--- src/rtl/slug_pkg.sv ---
// Shared types and constants for the slug RAM arbiter slice.
package slug_pkg;

    typedef enum logic {
        ARB_CPU,
        ARB_FORCE
    } arb_state_t;

    localparam int STALL_CNT_W = 8;

endpackage

--- src/rtl/sat_counter.sv ---
// Up-counter that saturates at LIMIT; clr has priority over inc.
module sat_counter #(
    parameter int W     = 4,
    parameter int LIMIT = 15
) (
    input  logic         clk,
    input  logic         rst,
    input  logic         clr,
    input  logic         inc,
    output logic [W-1:0] cnt
);

    localparam logic [W-1:0] LIM = W'(LIMIT);

    // NOTE: state is updated with non-blocking assignments so every flop samples pre-edge values.
    always_ff @(posedge clk or posedge rst) begin
        if (rst) begin
            cnt <= '0;
        end else if (clr) begin
            cnt <= '0;
        end else if (inc && cnt != LIM) begin
            cnt <= cnt + 1'b1;
        end
    end

endmodule

--- src/rtl/slug_ram_arbiter.sv ---
// Shares the single-port data RAM between the slug CPU (fixed priority) and the host port,
// with a starvation counter that forces one host access after STARVE denied cycles.
module slug_ram_arbiter
    import slug_pkg::*;
#(
    parameter int DW     = 4,
    parameter int AW     = 16,
    parameter int STARVE = 4
) (
    input  logic                   clk,
    input  logic                   rst,
    input  logic                   cpu_req,
    input  logic                   cpu_we,
    input  logic [AW-1:0]          cpu_addr,
    input  logic [DW-1:0]          cpu_wdata,
    output logic                   cpu_gnt,
    output logic                   cpu_stall,
    output logic [DW-1:0]          cpu_rdata,
    input  logic                   host_valid,
    input  logic                   host_we,
    input  logic [AW-1:0]          host_addr,
    input  logic [DW-1:0]          host_wdata,
    output logic                   host_ready,
    output logic                   host_rvalid,
    output logic [DW-1:0]          host_rdata,
    output logic [STALL_CNT_W-1:0] stall_count,
    output logic                   ram_re,
    output logic                   ram_we,
    output logic [AW-1:0]          ram_a,
    output logic [DW-1:0]          ram_x,
    input  logic [DW-1:0]          ram_y
);

    localparam logic [3:0] WAIT_TRIP = 4'(STARVE - 1);

    arb_state_t state, state_next;
    logic [3:0] wait_cnt;
    logic       cpu_win, host_win;

    // NOTE: every combinational output gets a default first so no path infers a latch.
    always_comb begin
        cpu_win  = 1'b0;
        host_win = 1'b0;
        if (!rst) begin
            if (state == ARB_FORCE) begin
                host_win = host_valid;
            end else begin
                cpu_win  = cpu_req;
                host_win = host_valid & ~cpu_req;
            end
        end
    end

    // A denied host with wait_cnt at STARVE-1 means the counter reaches STARVE at this edge.
    always_comb begin
        state_next = state;
        case (state)
            ARB_CPU:   if (host_valid && !host_win && wait_cnt >= WAIT_TRIP) state_next = ARB_FORCE;
            ARB_FORCE: if (host_win || !host_valid) state_next = ARB_CPU;
            default:   state_next = ARB_CPU;
        endcase
    end

    always_ff @(posedge clk or posedge rst) begin
        if (rst) begin
            state <= ARB_CPU;
        end else begin
            state <= state_next;
        end
    end

    always_comb begin
        ram_re = 1'b0;
        ram_we = 1'b0;
        ram_a  = '0;
        ram_x  = '0;
        if (cpu_win) begin
            ram_we = cpu_we;
            ram_re = ~cpu_we;
            ram_a  = cpu_addr;
            ram_x  = cpu_wdata;
        end else if (host_win) begin
            ram_we = host_we;
            ram_re = ~host_we;
            ram_a  = host_addr;
            ram_x  = host_wdata;
        end
    end

    assign cpu_gnt    = cpu_win;
    assign host_ready = host_win;
    assign cpu_stall  = cpu_req & ~cpu_win;
    assign cpu_rdata  = ram_y;

    always_ff @(posedge clk or posedge rst) begin
        if (rst) begin
            host_rvalid <= 1'b0;
            host_rdata  <= '0;
        end else begin
            host_rvalid <= host_win & ~host_we;
            if (host_win && !host_we) host_rdata <= ram_y;
        end
    end

    sat_counter #(.W(4), .LIMIT(STARVE)) u_wait_cnt (
        .clk (clk),
        .rst (rst),
        .clr (~host_valid | host_win),
        .inc (1'b1),
        .cnt (wait_cnt)
    );

    sat_counter #(.W(STALL_CNT_W), .LIMIT((1 << STALL_CNT_W) - 1)) u_stall_cnt (
        .clk (clk),
        .rst (rst),
        .clr (1'b0),
        .inc (cpu_stall),
        .cnt (stall_count)
    );

endmodule

--- config.mk ---
export PLATFORM = sky130hd
export DESIGN_NAME = slug_ram_arbiter
export DESIGN_NICKNAME = d
export VERILOG_FILES = /design/src/rtl/slug_pkg.sv /design/src/rtl/sat_counter.sv /design/src/rtl/slug_ram_arbiter.sv
export SDC_FILE = /design/constraint.sdc
export NUM_CORES = 1
export LEC_CHECK = 0
export ABC_AREA = 1
export BUFFER_PORTS_ARGS = -buffer_cell sky130_fd_sc_hd__buf_2
export CAP_MARGIN = 20
export CORE_ASPECT_RATIO = 0.75
export CORE_MARGIN = 2
export CORE_UTILIZATION = 41
export DETAILED_ROUTE_END_ITERATION = 10
export GPL_ROUTABILITY_DRIVEN = 0
export PLACE_DENSITY = 0.83
export SLEW_MARGIN = 30
export SYNTH_ARGS = -nofsm -noshare
export SYNTH_HDL_FRONTEND = slang
export SYNTH_SLANG_ARGS = --single-unit
--- constraint.sdc ---
create_clock -name clk -period 1.6 [get_ports clk]
set_input_delay 0.32 -clock clk [delete_from_list [all_inputs] [get_ports clk]]
set_output_delay 0.32 -clock clk [all_outputs]
set_load 0.1 [all_outputs]
* Yosys cells after proc, flatten, opt, wreduce, memory -nomap -nowiden *
Index checks and enable logic that the tools add are counted.

word-level totals
  flip-flop bits (word level) = 18
  bits in latches = 0
  RAM bits = 0
  ROM bits = 0
  input port bits = 50
  output and inout port bits = 42
  logic and storage cells = 46
  memories kept = 0

operators by class
  add/sub/neg operators = 2
  multipliers = 0
  div/mod/pow operators = 0
  $lt $le $gt $ge = 1
  equality and inequality tests = 2
  shift operators = 0
  mux-type cells = 17
  bitwise gates (word level) = 10
  reduce and logical (&&, ||, !) cells = 9

operators with widths
  kind                                                    count
  2-to-1 mux 16 bit                                       2
  2-to-1 mux 4 bit                                        4
  2-to-1 mux 1 bit                                        10
  adder 8 x 1 -> 8 bit (second input constant)            1
  inequality test 8 bit (second input constant)           1
  NOT 1 bit                                               6
  adder 4 x 1 -> 4 bit (second input constant)            1
  >= comparator 4 x 2 -> 1 bit (second input constant)    1
  logical AND 1 bit                                       4
  inequality test 4 x 3 -> 1 bit (second input constant)  1
  AND 1 bit                                               3
  logical NOT 1 bit                                       3
  one-hot mux 1 bit (2 select lines)                      1
  nonzero test 2 bit                                      1
  logical OR 1 bit                                        1
  OR 1 bit                                                1

* Logic depth before layout (Yosys ltp) *
Gate-level depths: netlist of run 1.

  depth after elaboration = 9
  depth in mapped cells = 9
  depth with buffers taken out = 9

* Cells and area by module *
A second synthesis of run 1 with hierarchy kept.

second synthesis, totals
  cell total of the unflattened synthesis = 212
  area total of the unflattened synthesis = 1417.6 um2

modules (own cells, without submodules)
  module                     instances  cells an instance  area an instance (um2)  seq. area each (um2)
  slug_ram_arbiter           1          113                665.6                   150.1
  sat_counter (u_stall_cnt)  1          69                 506.7                   200.2
  sat_counter (u_wait_cnt)   1          30                 245.2                   100.1

* Worst setup path after synthesis of run 1 *
No wires, ideal clock.

  path kind = in2out
  start = input rst
  end = output ram_re
  arrival = 2874 ps
  data required time = 1280 ps
  path slack = -1594 ps
  cell stages on the path = 3
  path buffers = 0
  path through = inv_2 nand2_1 o21ai_0

between the ends
  cells in the longest elaborated chain, start to end = 3
  elaborated cells between the ends (all ways) = 4
  classes of those cells = 4 x mux

RTL lines
  what                RTL line                source
  start: declaration  slug_ram_arbiter.sv:11  input logic rst,
  2-to-1 mux 1 bit    slug_ram_arbiter.sv:44  if (!rst) begin
  2-to-1 mux 1 bit    slug_ram_arbiter.sv:82  end else if (host_win) begin
  2-to-1 mux 1 bit *  slug_ram_arbiter.sv:77  if (cpu_win) begin
  end: declaration    slug_ram_arbiter.sv:27  output logic ram_re,

Every way passes the cells marked *; elsewhere a longest branch is shown, timed or not.

* Worst setup path after layout of run 1 *
  start = register state
  end = output ram_a[3]

between the ends
  cells in the longest elaborated chain, start to end = 4
  elaborated cells between the ends (all ways) = 6
  classes of those cells = 6 x mux

RTL lines
  what                      RTL line                source
  start: declaration        slug_ram_arbiter.sv:36  arb_state_t state, state_next;
  start signal: assignment  slug_ram_arbiter.sv:68  state <= state_next;
  2-to-1 mux 1 bit          slug_ram_arbiter.sv:45  if (state == ARB_FORCE) begin
  2-to-1 mux 1 bit          slug_ram_arbiter.sv:44
  2-to-1 mux 16 bit         slug_ram_arbiter.sv:82
  2-to-1 mux 16 bit *       slug_ram_arbiter.sv:77
  end: declaration          slug_ram_arbiter.sv:29  output logic [AW-1:0] ram_a,

Marks and branches as above.

==> metrics.txt, run 1 <==
Area Growth Syn to Fin 114.5%; Worst Setup Path Type flip-flop to output pin; fmax 513.9 MHz; Crit path max-delay family buffers and inverters; Slew Limit Fails 0; register area share after synthesis 35.05%; Via Count 1989; Worst-Margin Slew 0.5094 ns; CTS tree built; Req. time, crit path 1.28 ns; crit-path cells inv_2 > nand2_2 > nand3_4 > inv_8 > clkbuf_16 > nand2_1 > nand2_4 > buf_12; DRT antenna net count 0; effective utilization at floorplan 43.46%; final hold vios 0; Die Ht 52.48 um; most frequent cells in the layout 66 x buf_2, 63 x nand2_1, 36 x nand2_4; Peak VDD IR 0.001483 V; htree depth 1; initial antenna violation count 0; worst hold margin 0.06866 ns; distinct cell type count of the synthesized netlist 23; Post-Syn Nets 249; RSZ-0062 raised after global routing yes; Setup crit end kind output pin; reg-to-reg setup timing slack 0.03 ns; Row Count 17; CP Launch Type flip-flop; failing checks negative setup slack; largest net degree at the start of global routing 15; final setup fails 25; Critical Path AT 1.63 ns; IO Port Bufs 91; Crit path largest cell delay 0.44 ns; Bufs and invs on worst path 4; min cycle time layout 1.946 ns; vias in the first global route 1765; Nets 359; First-pass DRT Iterations 4; ratio of cells with drive above 1 in the final layout 63.93%; I/O pins 92; Worst Hold Class input port to asynchronous set/reset pin; pwr/cell area 1036 mW/mm^2; final wirelength 7386 um; first-pass GRT wire length 8452 um; Finished Core Util 93.23%; Max Clock Skew 0.009569 ns; Synth warnings 0; CP max stage cell dfrtp_1; cell chosen for the clock root clkbuf_8; worst-path fanout max 8; Post-CTS Hold Fix Bufs 0; Clock Tree Buf Depth 2; Leak Pwr 1.458 nW; most common cell after layout, fill and taps aside buf_2; status finished, violations left; gr usage total 33.17%; DP Wirelength 3770 um; grt total ovfl 0; DIE WIDTH 68.65 um; final worst slack -0.3460 ns; routed len/inst 21.53 um; ant diodes 0; core area 0.002957 mm^2; Yosys reg bits 18; Max-slew headroom 66.27%; die area 0.003602 mm^2; Sink Count 18; clk slew on worst S/H paths 0.08 ns; initial DRC count 97; DRC errors left 0; synthesized area 0.001285 mm^2; mean area per synthesized cell 6.556 um^2; Mapped Cells 196; period utilisation layout 121.6%; Via-to-Cell Ratio 5.799; Num CTS Buffers 3; clk_lat worst skew 0.27 ns; max-cap violations 0
cell usage after synthesis:
cell | count | share of area [%]
nor3_1 | 2 | 0.78
a21oi_4 | 1 | 1.3
xor2_1 | 3 | 2.0
nand2_4 | 1 | 0.88
or2_2 | 1 | 0.49
inv_1 | 10 | 2.9
a21oi_1 | 2 | 0.78
inv_2 | 6 | 1.8
nor2_2 | 1 | 0.49
o21ai_1 | 2 | 0.78
nand3_1 | 5 | 1.9
o21ai_0 | 2 | 0.78
ha_1 | 3 | 2.9
nand2_2 | 3 | 1.5
dfrtp_1 | 18 | 35
nand4_1 | 1 | 0.49
nand2_1 | 114 | 33
nand3_4 | 1 | 1.4
xnor2_1 | 1 | 0.68
nor2_4 | 3 | 2.6
buf_4 | 8 | 4.7
nor2_1 | 7 | 2.0
inv_4 | 1 | 0.49
final cells by class:
| cell class | count | area (um^2) |
|---|---|---|
| Clock buffer | 4 | 45.04 |
| Fill cell | 95 | 200.2 |
| Multi-Input combinational cell | 153 | 1039 |
| Tap cell | 38 | 47.55 |
| Sequential cell | 18 | 460.4 |
| Inverter | 17 | 86.33 |
| Timing Repair Buffer | 113 | 1079 |
registers in the layout, indices dropped and copies added (netlist names):
signal and count:
u_wait_cnt.cnt 4, u_stall_cnt.cnt 8, host_rdata 4, host_rvalid 1, state 1
power breakdown:
group          switching [W]  internal [W]
Combinational        0.00136      0.000490
Clock               0.000168      0.000178
Sequential          0.000115      0.000546
metrics by stage:
step / setup TNS (ns) / power (W) / area [um^2] / std cells / setup slack, ns
after floorplan: -0.06962 / 0.001880 / 1493 / 196 / -0.01587
after global placement: 0 / 0.002301 / 2401 / 329 / 0.05651
after detailed placement: 0 / 0.002336 / 2401 / 329 / 0.009929
after CTS: -3.948 / 0.002717 / 2574 / 339 / -0.2123
after global routing: -7.250 / 0.002932 / 2756 / 343 / -0.3709
final: -6.727 / 0.002855 / 2756 / 343 / -0.3460
tightest hold or removal path: cells and delay by family:
| kind | cells | cell delay, ns |
|---|---|---|
| buffers and inverters | 3 | 0.36 |
logic make-up after synthesis:
family / after synthesis / share of synthesized area [%]
AND/OR/NAND/NOR: 139 / 45.86
buffers and inverters: 25 / 9.835
flip-flops: 18 / 35.05
AO/OA/AOI/OAI: 7 / 3.603
XOR/XNOR: 4 / 2.727
adder cells (fa/ha/maj): 3 / 2.921
repair_timing:
action,in CTS,in global routing
gates cloned,0,2
pin swaps,7,11
setup endpoints to repair,24,25
hold endpoints to repair,0,0
gates resized for setup,24,36
setup buffers,7,4
path summary, 6_finish.rpt:
kind,startpoint,end,cells after the start
setup reg to reg,state,host_rdata[3],10
hold / removal,rst,u_wait_cnt.cnt[1],3
setup / recovery,state,ram_a[3],8
min in group clk,ram_y[2],host_rdata[2],3
hold reg to reg,host_rdata[2],host_rdata[2],2
max in group asynchronous,rst,u_stall_cnt.cnt[6],3
per-layer routing:
| layer | wire, um | up-vias | GRT usage [%] |
|---|---|---|---|
| li1 | - | 806 | - |
| met1 | 2453 | 953 | 33.33 |
| met2 | 3607 | 164 | 58.81 |
| met3 | 631 | 66 | 9.892 |
| met4 | 694 | 0 | 21.67 |
| met5 | 0 | - | 0 |
No activity file was read; power rests on OpenSTA's default activity.
==> run 2: changes to the inputs <==
--- a/config.mk
+++ b/config.mk
@@ -13,7 +13,8 @@
 export CORE_UTILIZATION = 41
 export DETAILED_ROUTE_END_ITERATION = 10
 export GPL_ROUTABILITY_DRIVEN = 0
-export PLACE_DENSITY = 0.83
+export PLACE_DENSITY = 0.8
+export SETUP_SLACK_MARGIN = 0.4
 export SLEW_MARGIN = 30
 export SYNTH_ARGS = -nofsm -noshare
 export SYNTH_HDL_FRONTEND = slang
==> run 2 against run 1 <==
  * The run now fails in clock tree synthesis
  * Area after synthesis did not move
  * Synthesized cell count did not move
==> metrics.txt, run 2 <==
DP Wirelength 3905 um; top post-synthesis cells by count 114 x nand2_1, 18 x dfrtp_1, 10 x inv_1; Sink Count 18; cell chosen for the clock root clkbuf_8; Die Ht 52.48 um; asr flop ratio synth 100.0%; Mapped Cells 196; DIE WIDTH 68.65 um; I/O pins 92; Err [ERROR DPL-0038] Utilization greater than 100%, impossible to legalize; Post-CTS Hold Fix Bufs 1; Main synth FF type dfrtp_1; status aborted with a tool error; effective utilization at floorplan 43.46%; EDFF count, synth 0; Yosys reg bits 18; Synth warnings 0; largest cells by area after synthesis dfrtp_1 35%, nand2_1 33%, buf_4 4.7%, ha_1 2.9%, inv_1 2.9%; Row Count 17; distinct cell type count of the synthesized netlist 23; register area share after synthesis 35.05%; mean area per synthesized cell 6.556 um^2; Post-Syn Nets 249; Post CTS Setup Buffer Count 23; leading area contributor after synthesis dfrtp_1; synthesized area 0.001285 mm^2; Post-CTS Resized 125; Failed at clock tree synthesis; dpl cell area 0.002635 mm^2; htree depth 1; IO Port Bufs 91; Clock Tree Buf Depth 2; Synth top area share 35.05%; most common cell in the netlist nand2_1; Num CTS Buffers 3
## run 2: cell counts after synthesis
Identical to the previous run, type by type.
## run 2: kinds of logic after synthesis
logic type                 share of synthesized area, %
AOI/OAI and AO/OA                                 3.603
adders and majority gates                         2.921
and+or+nand+nor                                   45.86
buffers and inverters                             9.835
DFF                                               35.05
xor gates and xnor gates                          2.727
## run 2: stage by stage
step | setup slack (ns) | utilization [%] | TNS, ns | hold WS [ns] | instances
after detailed placement | -0.02366 | 89.12 | -0.2457 | 0.2148 | 327
after global placement | 0.03976 | 89.12 | 0 | 0.2130 | 327
after floorplan | 0.1042 | - | 0 | 0.09310 | 196
==> run 3: changes to the inputs <==
--- a/config.mk
+++ b/config.mk
@@ -8,13 +8,11 @@
 export ABC_AREA = 1
 export BUFFER_PORTS_ARGS = -buffer_cell sky130_fd_sc_hd__buf_2
 export CAP_MARGIN = 20
-export CORE_ASPECT_RATIO = 0.75
 export CORE_MARGIN = 2
-export CORE_UTILIZATION = 41
+export CORE_UTILIZATION = 35
 export DETAILED_ROUTE_END_ITERATION = 10
 export GPL_ROUTABILITY_DRIVEN = 0
-export PLACE_DENSITY = 0.8
-export SETUP_SLACK_MARGIN = 0.4
+export PLACE_DENSITY_LB_ADDON = 0.15
 export SLEW_MARGIN = 30
 export SYNTH_ARGS = -nofsm -noshare
 export SYNTH_HDL_FRONTEND = slang
==> run 3 against run 2 <==
  * The flow now finishes, with violations (negative setup slack)
==> metrics.txt, run 3 (synthesis results as in run 1) <==
cell chosen for the clock root clkbuf_8; DP Wirelength 3241 um; final setup fails 24; Row Count 22; initial antenna violation count 0; first-pass GRT wire length 6741 um; net switching power 0.001500 W; most frequent cells in the layout 73 x nand2_1, 66 x buf_2, 27 x buf_12; max-cap violations 0; non-filler instance count after layout 352; Setup crit end kind output pin; CTS tree built; DRC errors left 0; initial DRC count 36; Top reg by flops u_stall_cnt.cnt; Clock Tree Buf Depth 2; Via-to-Cell Ratio 4.443; reg-to-reg setup timing slack 0.24 ns; CP Launch Type flip-flop; Leak Pwr 1.363 nW; failing checks negative setup slack; pwr/cell area 1037 mW/mm^2; Max-slew headroom 67.32%; Req. time, crit path 1.28 ns; I/O pins 92; clk slew on worst S/H paths 0.06 ns; htree depth 1; Num CTS Buffers 3; clk_lat worst skew 0.25 ns; Total Power 0.002739 W; First-pass DRT Iterations 4; switching share of power 54.77%; DIE WIDTH 64.59 um; ant diodes 0; routed len/inst 11.91 um; final wirelength 4194 um; Finished Core Util 73.28%; worst flop-to-flop path endpoint u_stall_cnt.cnt[1]; Via Count 1564; grt total ovfl 0; area of the multi-input gates 940.9 um^2; most common cell after layout, fill and taps aside nand2_1; largest net degree at the start of global routing 15; ratio of cells with drive above 1 in the final layout 60.53%; DRT antenna net count 0; biggest regs u_stall_cnt.cnt: 8 flops, host_rdata: 4 flops, u_wait_cnt.cnt: 4 flops; min cycle time layout 1.831 ns; Sink Count 18; Worst-Margin Slew 0.4936 ns; effective utilization at floorplan 35.63%; gr usage total 20.38%; worst hold margin 0.08229 ns; Fill cells 279; Critical Path AT 1.51 ns; RSZ-0062 raised after global routing yes; Die Ht 64.59 um; Clk pwr share 13.3%; Slew Limit Fails 0; core area 0.003606 mm^2; fmax 546.3 MHz; Worst Hold Class input port to asynchronous set/reset pin; Flop pwr share 23.4%; period utilisation layout 114.4%; Nets 358; Max Clock Skew 0.008215 ns; number of flip-flops in the largest register 8; Area Growth Syn to Fin 105.6%; R2R Path Start state; cell internal pwr 0.001239 W; DP Cell Count 338; vias in the first global route 1487; Comb pwr share 63.3%; Worst Setup Path Type flip-flop to output pin; DP Worst Slack 0.05351 ns; worst-path fanout max 8; final worst slack -0.2306 ns; die area 0.004172 mm^2; IO Port Bufs 91; status finished, violations left; R2R depth 9; final hold vios 0; sequential cell area 460.4 um^2; Peak VDD IR 0.001129 V
==> run 3: worst max path at each step <==
stage,end,cells past startpoint,slack (ns),from
2_1_floorplan,u_stall_cnt.cnt[4],8,-0.02,u_stall_cnt.cnt[1]
3_3_place_gp,ram_a[10],9,0.07,cpu_req
3_5_place_dp,ram_x[3],9,0.05,cpu_req
4_1_cts,ram_a[1],7,-0.12,state
5_1_grt,ram_x[0],7,-0.31,state
6_report,ram_x[3],7,-0.23,state
==> run 3: layer usage <==
layer / track usage [%] / routed length, um / vias up
li1: - / - / 803
met3: 3.646 / 265 / 4
met5: 0 / 0 / -
met1: 26.53 / 1816 / 706
met4: 6.383 / 32 / 0
met2: 34.38 / 2080 / 51
==> run 3: power by group through the flow <==
stage | clock network [W] | logic (W) | registers (W)
2_1_floorplan | 0 | 0.000727 | 0.00115
3_3_place_gp | 0 | 0.00166 | 0.000647
3_5_place_dp | 0 | 0.00168 | 0.000649
4_1_cts | 0.000375 | 0.00171 | 0.000640
5_1_grt | 0.000399 | 0.00181 | 0.000656
6_report | 0.000366 | 0.00173 | 0.000641
==> run 3: worst max-delay path, cell delays in order, from the launching register on <==
cell and delay (ns):
dfrtp_1 0.41, nor2_1 0.14, nand2_1 0.11, inv_2 0.13, buf_6 0.16, nand2_2 0.07, nand2_4 0.08, buf_12 0.17
==> run 3: layout make-up <==
class / instances / area share, %
Tap cell: 48 / 2.273
Sequential cell: 18 / 17.42
Multi-Input combinational cell: 153 / 35.61
Clock buffer: 4 / 2.083
Timing Repair Buffer: 112 / 39.73
Inverter: 17 / 2.888
==> run 3: metrics by stage <==
| step | setup TNS (ns) | cell area, um^2 |
|---|---|---|
| after floorplan | -0.06962 | 1493 |
| after global placement | 0 | 2406 |
| after detailed placement | 0 | 2406 |
| after CTS | -2.446 | 2554 |
| after global routing | -6.835 | 2643 |
| final | -5.004 | 2643 |
==> run 3: repair_timing <==
action | CTS | global route
endpoints found under the setup margin | 22 | 25
hold buffers | 0 | 0
setup buffers | 7 | 4
pin swaps | 2 | 8
resized for setup | 13 | 17
cloned | 0 | 1
